## src/rtl/ddr_cmd_pipeline_bridge_if.sv

```systemverilog
// Avalon-MM command/response bundle used on both sides of ddr_cmd_pipeline_bridge.
// The master modport drives commands; the slave modport drives waitrequest and read responses.
interface ddr_cmd_pipeline_bridge_if #(
  parameter int ADDR_W = 27,
  parameter int DATA_W = 32
);
  logic [ADDR_W-1:0]   address;
  logic [DATA_W/8-1:0] byteenable;
  logic                read;
  logic                write;
  logic [DATA_W-1:0]   writedata;
  logic                waitrequest;
  logic [DATA_W-1:0]   readdata;
  logic                readdatavalid;
  logic                endofpacket;

  modport master (
    output address, byteenable, read, write, writedata,
    input  waitrequest, readdata, readdatavalid, endofpacket
  );

  modport slave (
    input  address, byteenable, read, write, writedata,
    output waitrequest, readdata, readdatavalid, endofpacket
  );
endinterface

```

## src/rtl/ddr_cmd_pipeline_bridge.sv

```systemverilog
// Avalon-MM pipeline stage toward the DDR controller: 2-entry command skid buffer, read credit
// throttle and in-order read return. DDR_CMD_PIPELINE_BRIDGE_RSP_REG_EN registers the response path.
module ddr_cmd_pipeline_bridge #(
  parameter int ADDR_W      = 27,
  parameter int DATA_W      = 32,
  parameter int MAX_PENDING = 8,
  parameter int CNT_W       = 4
) (
  input  logic                    clk,
  input  logic                    reset,
  ddr_cmd_pipeline_bridge_if.slave  s,
  ddr_cmd_pipeline_bridge_if.master m,
  output logic [CNT_W-1:0]        pending_count
);

  localparam int               BE_W    = DATA_W / 8;
  localparam logic [CNT_W-1:0] MAX_CNT = CNT_W'(MAX_PENDING);

  typedef enum logic [1:0] {
    OCC_EMPTY,
    OCC_ONE,
    OCC_TWO
  } occ_t;

  typedef struct packed {
    logic              rd;
    logic [ADDR_W-1:0] addr;
    logic [BE_W-1:0]   be;
    logic [DATA_W-1:0] wd;
  } cmd_t;

  occ_t             occ_p0, occ_n;
  cmd_t             main_p0, skid_p0, cmd_in;
  logic             wait_p0, wait_n;
  logic [CNT_W-1:0] cnt_p0, cnt_n;
  logic             main_vld;
  logic             accept, accept_rd, issue, main_free;
  logic             load_new, load_skid, promote;

  // Outstanding-read counter step, clamped to [0, MAX_PENDING].
  function automatic logic [CNT_W-1:0] sat_count(input logic [CNT_W-1:0] cnt,
                                                 input logic inc, input logic dec);
    logic [CNT_W-1:0] res;
    res = cnt;
    if (inc && !dec) begin
      res = (cnt >= MAX_CNT) ? MAX_CNT : cnt + 1'b1;
    end else if (dec && !inc) begin
      res = (cnt == '0) ? '0 : cnt - 1'b1;
    end
    return res;
  endfunction

  function automatic logic credit_stall(input logic [CNT_W-1:0] cnt);
    return cnt >= MAX_CNT;
  endfunction

  always_comb begin
    cmd_in      = '0;
    cmd_in.rd   = s.read;
    cmd_in.addr = s.address;
    cmd_in.be   = s.byteenable;
    cmd_in.wd   = s.writedata;
  end

  // Handshake decode: read wins when read and write are both asserted.
  always_comb begin
    main_vld  = (occ_p0 != OCC_EMPTY);
    accept    = (s.read | s.write) & ~wait_p0;
    accept_rd = accept & s.read;
    issue     = main_vld & ~m.waitrequest;
    main_free = ~main_vld | issue;
    load_new  = accept & main_free;
    load_skid = accept & ~main_free;
    promote   = (occ_p0 == OCC_TWO) & issue;
  end

  always_comb begin
    occ_n = occ_p0;
    case (occ_p0)
      OCC_EMPTY: if (accept) occ_n = OCC_ONE;
      OCC_ONE: begin
        if (accept && !issue)      occ_n = OCC_TWO;
        else if (!accept && issue) occ_n = OCC_EMPTY;
      end
      OCC_TWO:   if (issue) occ_n = OCC_ONE;
      default:   occ_n = OCC_EMPTY;
    endcase
    cnt_n  = sat_count(cnt_p0, accept_rd, m.readdatavalid);
    // pending_count already includes buffered reads, so only the counter gates credit.
    wait_n = (occ_n == OCC_TWO) | credit_stall(cnt_n);
  end

  // ---- stage p0: command buffer and control state ----
  always_ff @(posedge clk) begin
    if (reset) begin
      occ_p0  <= OCC_EMPTY;
      wait_p0 <= 1'b0;
      cnt_p0  <= '0;
      main_p0 <= '0;
    end else begin
      occ_p0  <= occ_n;
      wait_p0 <= wait_n;
      cnt_p0  <= cnt_n;
      if (promote) begin
        main_p0 <= skid_p0;
      end else if (load_new) begin
        main_p0 <= cmd_in;
      end
    end
  end

  always_ff @(posedge clk) begin
    if (load_skid) begin
      skid_p0 <= cmd_in;
    end
  end

  assign m.address     = main_p0.addr;
  assign m.byteenable  = main_p0.be;
  assign m.writedata   = main_p0.wd;
  assign m.read        = main_vld & main_p0.rd;
  assign m.write       = main_vld & ~main_p0.rd;
  assign s.waitrequest = wait_p0;
  assign pending_count = cnt_p0;

`ifdef DDR_CMD_PIPELINE_BRIDGE_RSP_REG_EN
  logic [DATA_W-1:0] rsp_data_p0;
  logic              rsp_vld_p0;
  logic              rsp_eop_p0;

  // ---- stage p0: registered read response ----
  always_ff @(posedge clk) begin
    if (reset) begin
      rsp_vld_p0  <= 1'b0;
      rsp_eop_p0  <= 1'b0;
      rsp_data_p0 <= '0;
    end else begin
      rsp_vld_p0  <= m.readdatavalid;
      rsp_eop_p0  <= m.endofpacket;
      rsp_data_p0 <= m.readdata;
    end
  end

  assign s.readdata      = rsp_data_p0;
  assign s.readdatavalid = rsp_vld_p0;
  assign s.endofpacket   = rsp_eop_p0;
`else
  assign s.readdata      = m.readdata;
  assign s.readdatavalid = m.readdatavalid;
  assign s.endofpacket   = m.endofpacket;
`endif

  // A full buffer always presents a stall, so nothing can be accepted into it.
  a_no_accept_when_full: assert property (@(posedge clk) disable iff (reset)
    !(accept && occ_p0 == OCC_TWO));
  a_count_bounded: assert property (@(posedge clk) disable iff (reset)
    cnt_p0 <= MAX_CNT);

endmodule

```

## src/flat_wrapper.sv

```systemverilog
// flat-port wrapper written by rule: the top's interface ports become plain ports
module ddr_cmd_pipeline_bridge_flat 
#(
  parameter int ADDR_W      = 27,
  parameter int DATA_W      = 32,
  parameter int MAX_PENDING = 8,
  parameter int CNT_W       = 4
)
  (clk, reset, pending_count, s_address, s_byteenable, s_read, s_write, s_writedata, s_waitrequest, s_readdata, s_readdatavalid, s_endofpacket, m_address, m_byteenable, m_read, m_write, m_writedata, m_waitrequest, m_readdata, m_readdatavalid, m_endofpacket);
  ddr_cmd_pipeline_bridge_if #(.ADDR_W(ADDR_W), .DATA_W(DATA_W)) s_i ();
  ddr_cmd_pipeline_bridge_if #(.ADDR_W(ADDR_W), .DATA_W(DATA_W)) m_i ();
  input  logic clk;
  input  logic reset;
  output logic [CNT_W-1:0] pending_count;
  input wire logic [$bits(s_i.address)-1:0] s_address;
  input wire logic [$bits(s_i.byteenable)-1:0] s_byteenable;
  input wire logic [$bits(s_i.read)-1:0] s_read;
  input wire logic [$bits(s_i.write)-1:0] s_write;
  input wire logic [$bits(s_i.writedata)-1:0] s_writedata;
  output wire logic [$bits(s_i.waitrequest)-1:0] s_waitrequest;
  output wire logic [$bits(s_i.readdata)-1:0] s_readdata;
  output wire logic [$bits(s_i.readdatavalid)-1:0] s_readdatavalid;
  output wire logic [$bits(s_i.endofpacket)-1:0] s_endofpacket;
  output wire logic [$bits(m_i.address)-1:0] m_address;
  output wire logic [$bits(m_i.byteenable)-1:0] m_byteenable;
  output wire logic [$bits(m_i.read)-1:0] m_read;
  output wire logic [$bits(m_i.write)-1:0] m_write;
  output wire logic [$bits(m_i.writedata)-1:0] m_writedata;
  input wire logic [$bits(m_i.waitrequest)-1:0] m_waitrequest;
  input wire logic [$bits(m_i.readdata)-1:0] m_readdata;
  input wire logic [$bits(m_i.readdatavalid)-1:0] m_readdatavalid;
  input wire logic [$bits(m_i.endofpacket)-1:0] m_endofpacket;
  assign s_i.address = s_address;
  assign s_i.byteenable = s_byteenable;
  assign s_i.read = s_read;
  assign s_i.write = s_write;
  assign s_i.writedata = s_writedata;
  assign s_waitrequest = s_i.waitrequest;
  assign s_readdata = s_i.readdata;
  assign s_readdatavalid = s_i.readdatavalid;
  assign s_endofpacket = s_i.endofpacket;
  assign m_address = m_i.address;
  assign m_byteenable = m_i.byteenable;
  assign m_read = m_i.read;
  assign m_write = m_i.write;
  assign m_writedata = m_i.writedata;
  assign m_i.waitrequest = m_waitrequest;
  assign m_i.readdata = m_readdata;
  assign m_i.readdatavalid = m_readdatavalid;
  assign m_i.endofpacket = m_endofpacket;
  ddr_cmd_pipeline_bridge #(.ADDR_W(ADDR_W), .DATA_W(DATA_W), .MAX_PENDING(MAX_PENDING), .CNT_W(CNT_W)) u_core (.clk(clk), .reset(reset), .s(s_i), .m(m_i), .pending_count(pending_count));
endmodule
```

## config.mk

```make
export PLATFORM = sky130hd
export DESIGN_NAME = ddr_cmd_pipeline_bridge_flat
export DESIGN_NICKNAME = d
export VERILOG_FILES = /design/src/rtl/ddr_cmd_pipeline_bridge_if.sv /design/src/rtl/ddr_cmd_pipeline_bridge.sv /design/src/flat_wrapper.sv
export SDC_FILE = /design/constraint.sdc
export NUM_CORES = 1
export LEC_CHECK = 0
export BUFFER_PORTS_ARGS = -buffer_cell sky130_fd_sc_hd__buf_2
export CORE_UTILIZATION = 40
export CTS_CLUSTER_DIAMETER = 40
export CTS_CLUSTER_SIZE = 10
export DETAILED_ROUTE_END_ITERATION = 6
export PLACE_DENSITY = 0.73
export SETUP_SLACK_MARGIN = 0.05
export SYNTH_ARGS = -nofsm -noshare
export SYNTH_HDL_FRONTEND = slang
export SYNTH_SLANG_ARGS = --single-unit
```

## constraint.sdc

```tcl
create_clock -name clk -period 7.6 [get_ports clk]
set_input_delay 0.76 -clock clk [delete_from_list [all_inputs] [get_ports clk]]
set_output_delay 0.76 -clock clk [all_outputs]
set_load 0.02 [all_outputs]
```

==> metrics.log <==
[metrics] simple-gate area share of the yosys netlist: 15.3%
[metrics] combined buffer and inverter count along the critical path: 2
[metrics] data arrival time at the worst-slack endpoint: 3.10 ns
[metrics] layout cells sized above 1: 38.6%
[metrics] fraction of registers with async set/reset: 0%
[metrics] DR vias: 4402
[metrics] minimum clock period after layout: 2.88 ns
[metrics] delay contributed by the slowest stage of the critical path: 0.99 ns
[metrics] Clock Tree Buf Depth: 2
[metrics] post-cts hold buffer count: 0
[metrics] CTS resizes: 0
[metrics] die footprint: 16500 sq um
[metrics] die extent in x: 129 um
[metrics] clock root buffer master: sky130_fd_sc_hd__clkbuf_16
[metrics] met3 Use GR: 5.07%
[metrics] TritonCTS clock tree: done
[metrics] instance count of the mapped netlist: 589
[metrics] setup slack after layout: 4.72 ns
[metrics] met1 track demand over resource: 21.6%
[metrics] clock-pin slew of the registers on the worst-case setup and hold paths: 0.06 ns
[metrics] main combinational cell family by area after synthesis: compound AO/OA/AOI/OAI gates
[metrics] initial cell density of the core: 41.5%
[metrics] routability-driven placement congestion ratio: 0.741
[metrics] worst rel slew slack: 23.2%
[metrics] pwr/cell area: 301 nW/um^2
[metrics] pre-CTS worst setup slack: 4.27 ns
[metrics] unrepaired setup endpoints after global routing: false
[metrics] ANT nets after route: 0
[metrics] final cell area excluding filler cells: 7030 sq um
[metrics] setup total negative slack: 0 ns
[metrics] post-detailed-routing wire length: 14000 um
[metrics] Synth-to-Final Area Change: 9.87%
[metrics] total gr overflow: 0
[metrics] wire length per cell after detailed routing: 16.8 um
[metrics] Critical Path Sink: u_core.m.writedata[18]
[metrics] Num CTS Buffers: 17
[metrics] number of synthesized register bits: 135
[metrics] # Max-Cap Violations: 0
[metrics] Detailed Place HPWL: 8820 um
[metrics] main area contributors after synthesis: sky130_fd_sc_hd__edfxtp_1 30%, sky130_fd_sc_hd__dfxtp_1 22%, sky130_fd_sc_hd__a311oi_2 14%, sky130_fd_sc_hd__buf_4 12%, sky130_fd_sc_hd__nand2_1 7.6%
[metrics] number of endpoints failing setup at the final stage: 0
[metrics] mean cell area of the mapped netlist: 10.9 sq um
[metrics] depth of the worst register-to-register path: 5
[metrics] post-synthesis instance area: 6400 sq um
[metrics] pin count of the biggest net entering global routing: 71
[metrics] slew of the pin with the lowest slew margin: 1.15 ns
[metrics] count of yosys warnings during synthesis: 0
[metrics] DR iter-0 viols: 221
[metrics] count of endpoints failing hold in the final timing report: 0
[metrics] floorplan die height: 129 um
[metrics] r2r startpoint: u_core.occ_p0[1]
[metrics] I/O pin cnt: 206
[metrics] area share of the leading cell type in the synthesized netlist: 30.0%
[metrics] GRT Total Usage: 17.7%
[metrics] Peak supply drop: 0.150 mV
[metrics] library cell contributing the largest single delay on the critical path: sky130_fd_sc_hd__or3_4
[metrics] cell-by-cell trace of the critical path: buf_2 > nor2b_1 > nor2b_4 > buf_4 > or3_4 > a311oi_2
[metrics] outcome: complete, no violations
[metrics] drt drc: 0
[metrics] first-pass GRT wire length: 22500 um
[metrics] Critical Setup Path Class: in2reg
[metrics] syn_nets: 693
[metrics] number of distinct library cell variants in the gate-level netlist after synthesis: 31
[metrics] core utilization of the finished layout: 45.6%
[metrics] met2 Track Usage GR: 29.2%
[metrics] total number of nets in the final design: 715
[metrics] area fraction in compound gates after synthesis: 16.7%
[metrics] number of buffer cells added on primary ports: 139
[metrics] Most Used Layer, Global Route: met2
[metrics] post-synthesis share of cell area spent on full adders, half adders and majority gates: 0.391%
[metrics] pins over their slew limit: 0
[metrics] post-detailed-route via-to-cell ratio: 5.27
[metrics] Placement Cell Area: 6470 sq um
[metrics] placeable core region: 15400 sq um
[metrics] Seq/Total Area, Yosys: 52.2%
[metrics] clk sink count: 135
[metrics] Hold Path Class: in2reg
[metrics] mux cell area share after synthesis: 0.156%
[metrics] Synth Area in XOR/XNOR: 0%
[metrics] critical path capture point type: flip-flop
[metrics] number of flops mapped to enable cells by yosys: 64
[metrics] Skew-Pair Late Insertion Delay: 0.41 ns
[metrics] H-tree Lvls: 4
[metrics] required arrival time at the worst endpoint: 7.82 ns
[metrics] kind of cell adding the most delay to the critical path: simple AND/OR/NAND/NOR gates
[metrics] Crit Path Max Fanout: 65
[metrics] type of origin of the critical path: input port
[metrics] number of fillers in the final layout: 1482
[metrics] total number of placement rows: 45
[metrics] Max Clock Skew: 0.00927 ns
[metrics] final period utilization: 37.8%
[metrics] detailed-routing iteration count for the pre-antenna-repair pass: 4
[metrics] Post-CTS Setup Bufs: 0
[metrics] most frequently used flop master after synthesis: sky130_fd_sc_hd__dfxtp_1
[metrics] worst-case register-to-register setup slack: 4.75 ns
[metrics] Static Leakage: 2.72 nW
[metrics] ant diodes: 0
[metrics] CP startpoint: m_waitrequest
[metrics] initial antenna violation count: 0
[metrics] via count of the first global-routing pass: 4450
[metrics] RR Endpoint: u_core.m.writedata[18]
[metrics] cell type with the largest total area after synthesis: sky130_fd_sc_hd__edfxtp_1
[metrics] number of gates on the worst path with buffers counted: 6
[metrics] peak clock frequency supported by timing: 0.348 GHz
logic make-up (layout without fill, tap and decap cells):
logic type	Yosys count	in the layout
fa+ha+maj	2	2
simple gates	224	224
mux	1	1
compound gates	83	83
flops	135	135
buf+inv	144	179
cell usage in the layout, fill, tap and decap left out, types with 2 or more instances in the layout:
master	instances
sky130_fd_sc_hd__buf_2	138
sky130_fd_sc_hd__nand2_1	130
sky130_fd_sc_hd__dfxtp_1	71
sky130_fd_sc_hd__nor3_1	66
sky130_fd_sc_hd__edfxtp_1	64
sky130_fd_sc_hd__a311oi_2	60
sky130_fd_sc_hd__clkbuf_16	17
sky130_fd_sc_hd__nor2_1	9
sky130_fd_sc_hd__buf_4	7
sky130_fd_sc_hd__a211oi_1	5
sky130_fd_sc_hd__a311oi_1	5
sky130_fd_sc_hd__clkinv_2	5
sky130_fd_sc_hd__clkbuf_8	4
sky130_fd_sc_hd__nor2b_1	3
sky130_fd_sc_hd__a21oi_1	3
sky130_fd_sc_hd__o21ai_0	3
sky130_fd_sc_hd__clkbuf_1	3
sky130_fd_sc_hd__inv_1	2
sky130_fd_sc_hd__o21bai_1	2
sky130_fd_sc_hd__nand2b_1	2
sky130_fd_sc_hd__nand3_1	2
sky130_fd_sc_hd__or3_1	2
sky130_fd_sc_hd__o211ai_1	2
sky130_fd_sc_hd__ha_1	2
state kept, by name, indices dropped and copies added (netlist names):
register,count
u_core.m.writedata,32
u_core.pending_count,4
u_core.main_p0,1
u_core.s.waitrequest,1
u_core.m.address,27
u_core.m.byteenable,4
u_core.occ_p0,2
u_core.skid_p0,64
metrics by stage:
stage	power (mW)	hold slack [ns]	cells
final	2.12	0.536	835
after global routing	2.21	0.517	835
after CTS	2.14	0.515	835
after detailed placement	1.36	0.542	803
after global placement	1.34	0.531	803
after floorplan	1.34	0.524	589
synthesized netlist by cell type, drive strengths merged (2+ instances only):
cell type,count
nor3,67
nand2,130
o211ai,2
clkbuf,22
nor3b,2
nand3,2
buf,120
edfxtp,64
o21ai,4
inv,2
or3b,2
a21oi,3
a311oi,65
a211oi,5
nor2,9
o21bai,3
nand2b,2
dfxtp,71
or3,3
ha,2
nor2b,4
power by group:
group / internal [mW] / total [mW] / switching [mW]
clock: 0.482 / 0.776 / 0.293
combinational: 0.155 / 0.450 / 0.294
sequential: 0.851 / 0.893 / 0.0425
total: 1.49 / 2.12 / 0.631
worst register-to-register path: stages (launching register included):
cell	delay, ns
sky130_fd_sc_hd__dfxtp_1	0.43
sky130_fd_sc_hd__nor2b_1	0.24
sky130_fd_sc_hd__nor2b_4	0.17
sky130_fd_sc_hd__buf_4	0.56
sky130_fd_sc_hd__or3_4	1.00
sky130_fd_sc_hd__a311oi_2	0.26
cell type report:
cell class                 instances  area [sq um]  area share, %
sequential                       135          3340           47.5
multi-input combinational        310          2110           30.0
timing repair buffer             145           743           10.6
clock buffer                      24           492           6.99
tap                              211           264           3.75
clock inverter                     8          71.3           1.01
inverter                           2          7.51          0.107
how the worst min path moves through the flow:
| stage | start | end | cells after the start |
|---|---|---|---|
| finish | s_writedata[9] | u_core.skid_p0[9] | 1 |
| global route | s_writedata[23] | u_core.skid_p0[23] | 1 |
| CTS | s_writedata[9] | u_core.skid_p0[9] | 1 |
| detailed placement | u_core.skid_p0[5] | u_core.m.writedata[5] | 2 |
| global placement | u_core.skid_p0[8] | u_core.m.writedata[8] | 2 |
| floorplan | u_core.skid_p0[5] | u_core.m.writedata[5] | 2 |
routing by layer:
| layer | wire, um | vias up |
|---|---|---|
| met4 | 204 | 0 |
| met1 | 6030 | 2143 |
| met3 | 849 | 18 |
| met5 | 0 | - |
| met2 | 6920 | 174 |
| li1 | - | 2067 |
(Power assumes the default switching activity.)
